File: src/rtl/pipelined_mux_n_to_1_pkg.sv
// Shared constants, helpers and parameter checks for the pipelined N-to-1 selector.
// Latency: none (package only).
// Backpressure: none (package only).
//
// Contents:
//   MaxStages / MinInputs / MaxInputs : legal parameter limits
//   clog2_f                           : ceil-log2, used to derive the minimum selector width
//   PMUX_CHECK                        : elaboration-time parameter check macro

`define PMUX_CHECK(cond_, label_, msg_) \
    if (!(cond_)) begin : label_ \
        $error(msg_); \
    end

package pipelined_mux_n_to_1_pkg;

    localparam int unsigned MaxStages = 4;
    localparam int unsigned MinInputs = 2;
    localparam int unsigned MaxInputs = 16;

    // Smallest r with 2**r >= value; clog2_f(1) == 0.
    function automatic int unsigned clog2_f(input int unsigned value);
        int unsigned r;
        r = 0;
        while ((32'd1 << r) < value) begin
            r = r + 1;
        end
        return r;
    endfunction

endpackage

File: src/rtl/pipelined_mux_n_to_1_pipe_stage_reg.sv
// One {valid, data} pipeline register with hold and synchronous flush.
// Latency: 1 clock edge from vld_i/dat_i to vld_o/dat_o when en_i=1.
// Backpressure: en_i=0 holds contents; flush_i=1 clears them and overrides en_i.
//
// Ports:
//   clk, rst_n        : clock, asynchronous active-low reset (clears valid and data)
//   en_i, flush_i     : advance / clear controls
//   vld_i, dat_i      : next entry from the previous stage
//   vld_o, dat_o      : registered entry

module pipelined_mux_n_to_1_pipe_stage_reg #(
    parameter int unsigned NBits = 32
) (
    input  logic             clk,
    input  logic             rst_n,
    input  logic             en_i,
    input  logic             flush_i,
    input  logic             vld_i,
    input  logic [NBits-1:0] dat_i,
    output logic             vld_o,
    output logic [NBits-1:0] dat_o
);

    logic             vld_q, vld_d;
    logic [NBits-1:0] dat_q, dat_d;

    // Flush beats enable; data is captured regardless of the valid bit.
    always_comb begin
        vld_d = vld_q;
        dat_d = dat_q;
        if (flush_i) begin
            vld_d = 1'b0;
            dat_d = '0;
        end else if (en_i) begin
            vld_d = vld_i;
            dat_d = dat_i;
        end
    end

    always_ff @(posedge clk or negedge rst_n) begin
        if (!rst_n) begin
            vld_q <= 1'b0;
            dat_q <= '0;
        end else begin
            vld_q <= vld_d;
            dat_q <= dat_d;
        end
    end

    assign vld_o = vld_q;
    assign dat_o = dat_q;

endmodule

File: src/rtl/pipelined_mux_n_to_1.sv
// Parametrised N-to-1 selector feeding a registered, stallable, flushable pipe with sticky bad-selector flag.
// Latency: Stages clock edges with Enable_i=1; one sample per cycle, no bubbles.
// Backpressure: Enable_i=0 freezes every stage; Flush_i clears every stage and wins over Enable_i.
//
// Ports:
//   clk, reset                  : clock, asynchronous active-low reset
//   Enable_i, Flush_i           : pipe advance / synchronous clear
//   Valid_i, Selector_i         : sample qualifier and input index
//   Mux_Data_i                  : flattened inputs, input k at [k*NBits +: NBits]
//   Error_Clear_i               : clears Sel_Error_o (a same-cycle new error wins)
//   Mux_Output_o, Valid_o       : last pipe stage
//   Sel_Error_o                 : sticky, set when an out-of-range selector is accepted

module pipelined_mux_n_to_1
    import pipelined_mux_n_to_1_pkg::*;
#(
    parameter int unsigned     NBits        = 32,
    parameter int unsigned     NInputs      = 4,
    parameter int unsigned     SelBits      = 2,
    parameter int unsigned     Stages       = 1,
    parameter logic [NBits-1:0] DefaultValue = '0
) (
    input  logic                       clk,
    input  logic                       reset,
    input  logic                       Enable_i,
    input  logic                       Flush_i,
    input  logic                       Valid_i,
    input  logic [SelBits-1:0]         Selector_i,
    input  logic [NInputs*NBits-1:0]   Mux_Data_i,
    input  logic                       Error_Clear_i,
    output logic [NBits-1:0]           Mux_Output_o,
    output logic                       Valid_o,
    output logic                       Sel_Error_o
);

    localparam int unsigned MinSelBits = clog2_f(NInputs);

    `PMUX_CHECK(NInputs >= MinInputs && NInputs <= MaxInputs, g_chk_ninputs, "NInputs must be in 2..16")
    `PMUX_CHECK(Stages >= 1 && Stages <= MaxStages, g_chk_stages, "Stages must be in 1..4")
    `PMUX_CHECK(SelBits >= MinSelBits, g_chk_selbits, "SelBits too narrow for NInputs")

    // ---------------- selector ----------------
    logic [NBits-1:0] sel_data;

    always_comb begin
        sel_data = DefaultValue;
        for (int k = 0; k < int'(NInputs); k++) begin
            if (Selector_i == SelBits'(k)) begin
                sel_data = Mux_Data_i[k*NBits +: NBits];
            end
        end
    end

    // When every selector code maps to an input there is nothing to flag.
    logic sel_oor;
    if (NInputs == (32'd1 << SelBits)) begin : g_full_range
        assign sel_oor = 1'b0;
    end else begin : g_partial_range
        assign sel_oor = (Selector_i >= SelBits'(NInputs));
    end

    // ---------------- pipe ----------------
    logic             vld_chain [Stages+1];
    logic [NBits-1:0] dat_chain [Stages+1];

    assign vld_chain[0] = Valid_i;
    assign dat_chain[0] = sel_data;

    for (genvar g = 0; g < int'(Stages); g++) begin : g_stage
        pipelined_mux_n_to_1_pipe_stage_reg #(
            .NBits (NBits)
        ) u_stage (
            .clk     (clk),
            .rst_n   (reset),
            .en_i    (Enable_i),
            .flush_i (Flush_i),
            .vld_i   (vld_chain[g]),
            .dat_i   (dat_chain[g]),
            .vld_o   (vld_chain[g+1]),
            .dat_o   (dat_chain[g+1])
        );
    end

    assign Mux_Output_o = dat_chain[Stages];
    assign Valid_o      = vld_chain[Stages];

    // ---------------- sticky error ----------------
    // Only a sample that actually enters the pipe can raise the flag; flush leaves it alone.
    logic err_q, err_d;
    logic accept;

    assign accept = Valid_i & Enable_i & ~Flush_i;

    always_comb begin
        err_d = err_q;
        if (Error_Clear_i) begin
            err_d = 1'b0;
        end
        if (accept && sel_oor) begin
            err_d = 1'b1;
        end
    end

    always_ff @(posedge clk or negedge reset) begin
        if (!reset) begin
            err_q <= 1'b0;
        end else begin
            err_q <= err_d;
        end
    end

    assign Sel_Error_o = err_q;

endmodule

File: config.mk
export PLATFORM = sky130hd
export DESIGN_NAME = pipelined_mux_n_to_1
export DESIGN_NICKNAME = d
export VERILOG_FILES = /design/src/rtl/pipelined_mux_n_to_1_pkg.sv /design/src/rtl/pipelined_mux_n_to_1_pipe_stage_reg.sv /design/src/rtl/pipelined_mux_n_to_1.sv
export SDC_FILE = /design/constraint.sdc
export NUM_CORES = 1
export LEC_CHECK = 0
export CAP_MARGIN = 20
export CELL_PAD_IN_SITES_DETAIL_PLACEMENT = 2
export CELL_PAD_IN_SITES_GLOBAL_PLACEMENT = 2
export CORE_ASPECT_RATIO = 0.9
export CORE_MARGIN = 3
export CORE_UTILIZATION = 36
export CTS_CLUSTER_DIAMETER = 30
export DETAILED_ROUTE_END_ITERATION = 10
export DONT_BUFFER_PORTS = 1
export PLACE_DENSITY_LB_ADDON = 0.1
export SKIP_CTS_REPAIR_TIMING = 1
export SLEW_MARGIN = 20
export SYNTH_ARGS = -nofsm -noshare
export SYNTH_HDL_FRONTEND = slang
export SYNTH_HIERARCHICAL = 1
export SYNTH_SLANG_ARGS = --single-unit
export TNS_END_PERCENT = 50
File: constraint.sdc
create_clock -name clk -period 0.9 [get_ports clk]
set_clock_uncertainty 0.05 [all_clocks]
set_input_delay 0.18 -clock clk [delete_from_list [all_inputs] [get_ports clk]]
set_output_delay 0.18 -clock clk [all_outputs]
set_load 0.005 [all_outputs]
==> results of run 1 <==
-- metrics by stage --
| stage | instance area [um2] | hold slack, ns | setup slack (ns) | cells | power (mW) |
|---|---|---|---|---|---|
| detailed placement | 2100 | -0.165 | -0.185 | 202 | 2.18 |
| CTS | 2180 | -0.474 | -0.0459 | 210 | 3.29 |
| finish | 2180 | -0.459 | -0.0289 | 210 | 3.21 |
| global route | 2180 | -0.485 | -0.0570 | 210 | 3.40 |
| floorplan | 2200 | -0.166 | -0.353 | 148 | 2.27 |
| global placement | 2100 | -0.165 | -0.148 | 202 | 2.15 |
-- per-layer routing --
metal	wire length (um)	global-route usage	vias to the layer above
met5	0	0	-
met4	41	0.0453	0
met3	732	0.0769	5
met2	3190	0.294	88
met1	2030	0.181	654
li1	-	-	542
-- registers in the layout (all words and copies together) (netlist names) --
signal,count
g_stage.u_stage/vld_o,1
g_stage.u_stage/dat_o,32
-- power groups by stage --
stage,clock network (mW),logic (mW),registers [mW]
3_3_place_gp,0,0.437,1.72
2_1_floorplan,0,0.592,1.68
3_5_place_dp,0,0.459,1.72
6_report,1.06,0.457,1.69
5_1_grt,1.20,0.499,1.70
4_1_cts,1.13,0.464,1.69
-- cell usage after synthesis --
| cell | instances | area, um2 |
|---|---|---|
| conb_1 | 1 | 3.75 |
| dfrtp_1 | 33 | 826 |
| buf_6 | 2 | 22.5 |
| clkbuf_2 | 1 | 5.00 |
| buf_12 | 6 | 120 |
| mux4_1 | 2 | 52.6 |
| mux2i_1 | 33 | 330 |
| clkbuf_1 | 3 | 11.3 |
| buf_2 | 3 | 15.0 |
| buf_4 | 1 | 7.51 |
| mux4_2 | 30 | 676 |
| nor2_1 | 33 | 124 |
-- final cells by class --
| type | instances | share of cell area |
|---|---|---|
| multi-input combinational | 99 | 0.544 |
| sequential | 33 | 0.379 |
| clock buffer | 8 | 0.0367 |
| tap | 70 | 0.0402 |
-- logic make-up (layout without fill, tap and decap cells) --
group	after synthesis	after routing	synth area share
muxes	65	65	0.483
buffers and inverters	16	8	0.0827
DFF	33	33	0.376
and+or+nand+nor	33	33	0.0565
other	1	1	0.00171
-- path summary, 6_finish.rpt --
kind / endpoint / cells past startpoint / slack (ns)
worst max-delay path: Mux_Output_o[31] / 0 / -0.03
worst min-delay path: g_stage[0].u_stage/dat_o[16] / 0 / -0.46
worst max register to register: g_stage[0].u_stage/dat_o[20] / 2 / 0.10
worst min register to register: g_stage[0].u_stage/dat_o[4] / 2 / 0.51
max in group asynchronous: g_stage[0].u_stage/dat_o[7] / 0 / 1.16
min in group clk: g_stage[0].u_stage/dat_o[6] / 1 / -0.08
==> reports/results.ini, run 1 <==
[run_status]
outcome = complete, but fails checks
violations = negative hold slack, negative setup slack

[route]
wl_per_cell_um = 28.5
ant_nets = 0
firstDrtPassIters = 4
drc = 0
drt_iter0_drc = 45
vias = 1289
finalWirelength_um = 5990
via_per_inst = 6.14

[layout]
drive_gt1_frac = 0.250
final_cell_mix = 33 x mux2i_1, 33 x nor2_1, 33 x dfrtp_1
multi_input_area_um2 = 1190
fillCellCount = 597
antenna_cells = 0
fin_util = 0.376
nets = 275
regArea_um2 = 826
area_growth_pct = -0.628

[place]
dp_hpwl_um = 4460
gp_congestion = 0.732
portBuffers = 0

[timing]
finalCriticalPeriod_ns = 0.929
grt_setup_unrepaired = yes
max_freq_mhz = 1080
slew_violations = 0
final_hold_viol_count = 66
fin_tns_setup_ns = -0.260
worst_slack_ns = -0.0289
setup_violations = 30
fin_crit_sh = 1.03
whs_ns = -0.459

[global_route]
antenna_found_initial = 0
grt_usage = 0.168
grt_pass1_wl_um = 8660
grt_pass1_vias = 1567
grt_max_degree = 34
grt.overflow.total = 0

[pwr]
pwr-share-seq = 0.526
pwr-share-comb = 0.142
p_clk_frac = 0.332
power_switching_mw = 0.729
p_leak_nw = 0.948
powerDensity_nw_per_um2 = 1470
ir_drop_uv = 636
cell_internal_pwr_mw = 2.48
sw_frac_of_total = 0.227

[setup_path]
crit_path_max_fanout = 2
cp.arrival_ns = 0.70
rr_startpoint = g_stage[0].u_stage/dat_o[20]
crit_type = register to primary output
crit_start = g_stage[0].u_stage/dat_o[31]
cp.required_ns = 0.67
crit_path_start_kind = register
cp-end-kind = primary output

[clock_tree]
cts_buffers = 5
clk_latency_ns = 0.27
clockBufferDepth = 2
cts_root_buf = clkbuf_8
clock_sinks = 33
clk_pin_slew_ns = 0.07
tritoncts = built
cts_max_level = 2

[job]
cap_violations = 0

[synth]
syn_nets = 284
synth.avg_cell_area_um2 = 14.8
netlist_instances = 148
synth_seq_cells = 33
ys_seq_area_frac = 0.376
yosys_warnings = 6
synth_cell_type_count = 12
mappedNetlistArea_um2 = 2190

[floorplan]
ios = 170
row_count = 26
die_x_um = 88.3
initial_core_util = 0.379
die_area_um2 = 7070
fp.dieH_um = 80.1
core-area_um2 = 5790

[worst_hold_path]
hold_class = input pin to asynchronous set/reset pin

Power figures use the tool's default switching activity.
==> run 2: changes to the inputs <==
--- a/config.mk
+++ b/config.mk
@@ -5,20 +5,20 @@
 export SDC_FILE = /design/constraint.sdc
 export NUM_CORES = 1
 export LEC_CHECK = 0
+export ABC_AREA = 1
 export CAP_MARGIN = 20
 export CELL_PAD_IN_SITES_DETAIL_PLACEMENT = 2
 export CELL_PAD_IN_SITES_GLOBAL_PLACEMENT = 2
 export CORE_ASPECT_RATIO = 0.9
 export CORE_MARGIN = 3
-export CORE_UTILIZATION = 36
+export CORE_UTILIZATION = 29
 export CTS_CLUSTER_DIAMETER = 30
 export DETAILED_ROUTE_END_ITERATION = 10
 export DONT_BUFFER_PORTS = 1
-export PLACE_DENSITY_LB_ADDON = 0.1
+export PLACE_DENSITY = 0.79
 export SKIP_CTS_REPAIR_TIMING = 1
 export SLEW_MARGIN = 20
 export SYNTH_ARGS = -nofsm -noshare
 export SYNTH_HDL_FRONTEND = slang
-export SYNTH_HIERARCHICAL = 1
 export SYNTH_SLANG_ARGS = --single-unit
 export TNS_END_PERCENT = 50
==> run 2 against run 1 <==
The flow still finishes with violations (negative hold slack, negative setup slack). Clock power up 7%. Largest power group unchanged. Sequential share of layout area is 6.0 points lower. Cell count up 130%. Setup slack improved by 0.0092 ns. Die area is 33% higher. Global-route usage rose by 2.2 points.
==> reports/results.ini, run 2 <==
[timing]
final_hold_viol_count = 33  ; -50%
whs_ns = -0.462  ; -0.00336 ns
max_freq_mhz = 1090  ; +1.0%
fin_crit_sh = 1.02  ; -0.0102
worst_slack_ns = -0.0197  ; +0.00917 ns
slew_violations = 0  ; unchanged
finalCriticalPeriod_ns = 0.920  ; -0.00917 ns
setup_violations = 27  ; -10%
grt_setup_unrepaired = yes

[place]
gp_congestion = 0.764  ; +4.4%
place_ws_ns = -0.0892  ; +0.0956 ns
portBuffers = 0  ; unchanged
dp.cells = 477  ; +140%
dp_hpwl_um = 6730  ; +51%

[route]
ant_nets = 0  ; unchanged
drt_iter0_drc = 54  ; +20%
wl_met2_um = 4720  ; +48%
vias = 2468  ; +91%
met1Wirelength_um = 3550  ; +75%
drc = 0  ; unchanged
via_per_inst = 5.10  ; -17%
met3_length_um = 652  ; -11%
top_layer_used = met4
finalWirelength_um = 9000  ; +50%
firstDrtPassIters = 4  ; unchanged
wl_per_cell_um = 18.6  ; -35%

[setup_path]
cp.required_ns = 0.67  ; about the same
cp-end-kind = primary output
crit_path_start_kind = register
crit_path_max_fanout = 2  ; unchanged
crit_type = register to primary output
cp.arrival_ns = 0.69  ; about the same

[floorplan]
ios = 170  ; unchanged
die_area_um2 = 9390  ; +33%
row_count = 30  ; +15%
die_x_um = 102  ; +15%
initial_core_util = 0.308  ; -0.0704
core-area_um2 = 7770  ; +34%
fp.dieH_um = 92.2  ; +15%

[clock_tree]
cts_buffers = 5  ; unchanged
cts_root_buf = clkbuf_8
clk_pin_slew_ns = 0.07  ; about the same
cts_max_level = 2  ; unchanged
tritoncts = built
clock_sinks = 33  ; unchanged
clockBufferDepth = 2  ; unchanged
clk_latency_ns = 0.28  ; about the same

[job]
cap_violations = 0  ; unchanged

[layout]
nets = 524  ; +91%
drive_gt1_frac = 0.0464  ; -0.204
area_growth_pct = 8.20
final_cell_mix = 177 x nand2_1, 64 x nor2_1, 33 x nand3_1, 33 x dfrtp_1, 29 x inv_1
antenna_cells = 0  ; unchanged
fin_cells = 484  ; +130%
largest_register_ffs = 32  ; unchanged
final_common_cell = nand2_1
fin_util = 0.334  ; -0.0427

[synth]
ys_seq_area_frac = 0.345  ; -0.0318
syn_nets = 534  ; +88%
netlist_instances = 398  ; +170%
ys_top_cells_by_area = dfrtp_1 34%, nand2_1 28%, nor2_1 10%, nand3_1 6.9%, inv_1 4.5%
yosys_warnings = 0  ; -6
synth_cell_type_count = 18  ; +6
mappedNetlistArea_um2 = 2400  ; +9.2%
synthArstFlopShare = 1.00  ; unchanged
synth_seq_cells = 33  ; unchanged
synth_enable_flop_cells = 0  ; unchanged
synth_top_area_frac = 0.345  ; -0.0318
synth.avg_cell_area_um2 = 6.02  ; -59%
yosysTopAreaCell = dfrtp_1
synth_common_cells = 177 x nand2_1, 65 x nor2_1, 33 x dfrtp_1, 33 x nand3_1, 29 x inv_1
synth_ff_type = dfrtp_1
synth_most_common_cell = nand2_1

[global_route]
grt.overflow.total = 0  ; unchanged
grt_max_degree = 36  ; +5.9%
grt_pass1_vias = 2830  ; +81%
antenna_found_initial = 0  ; unchanged
grt_usage = 0.190  ; +0.0220
grt_pass1_wl_um = 14100  ; +63%

[worst_hold_path]
hold_class = input pin to asynchronous set/reset pin

[pwr]
p_leak_nw = 1.43  ; +50%
power_mw = 3.43  ; +7.0%
powerDensity_nw_per_um2 = 1320  ; -10%
ir_drop_uv = 441  ; -31%

[run_status]
outcome = complete, but fails checks
violations = negative hold slack, negative setup slack

run 2: cell count changes after synthesis, sizes merged, moves of 9 or more:
cell,before,now
nand3b,0,14
buf,12,21
o21ai,0,18
nand3,0,33
mux4,32,0
nand2,0,178
mux2i,33,0
inv,0,30
nor2,33,67
run 2: final timing paths:
check                                                  start                            to  slack, ns  cells after the start
worst max-delay path             g_stage[0].u_stage.dat_o[7]               Mux_Output_o[7]      -0.02                      0
worst min-delay path                                   reset   g_stage[0].u_stage.dat_o[9]      -0.46                      0
worst max register to register  g_stage[0].u_stage.dat_o[22]  g_stage[0].u_stage.dat_o[22]       0.19                      2
worst min register to register   g_stage[0].u_stage.dat_o[5]   g_stage[0].u_stage.dat_o[5]       0.46                      2
max in group asynchronous                              reset  g_stage[0].u_stage.dat_o[24]       1.17                      0
min in group clk                                     Valid_i      g_stage[0].u_stage.vld_o       0.01                      2
run 2: metal layers:
layer,up-vias,GRT usage
met5,-,0
met4,0,0.0415
met3,6,0.0502
met2,88,0.357
met1,1189,0.211
li1,1185,-
run 2: final cells by class:
type / instances / area [um2]
inverters: 30 / 115
clock buffers: 7 / 86.3
fillers: 999 / 5180
flip-flops and latches: 33 / 826
repair buffers: 7 / 128
multi-input cells: 311 / 1320
well taps: 96 / 120
run 2: kinds of logic after synthesis:
| kind of cell | share of synthesized area |
|---|---|
| compound gates | 0.0376 |
| buf+inv | 0.107 |
| flops | 0.345 |
| other cells | 0.00157 |
| simple gates | 0.510 |
run 2: per-stage QoR:
step           cell area (um2)  hold WS (ns)  TNS, ns
6_report                  2590        -0.462   -0.255
5_1_grt                   2590        -0.482    -1.32
4_1_cts                   2590        -0.474   -0.799
3_5_place_dp              2510        -0.165    -1.40
3_3_place_gp              2510        -0.165   -0.232
2_1_floorplan             2420        -0.166    -1.82
run 2: power breakdown:
part | internal, mW | switching (mW) | total [mW]
registers | 1.59 | 0.0933 | 1.68
clock network | 0.607 | 0.521 | 1.13
logic | 0.255 | 0.367 | 0.621
total | 2.45 | 0.981 | 3.43
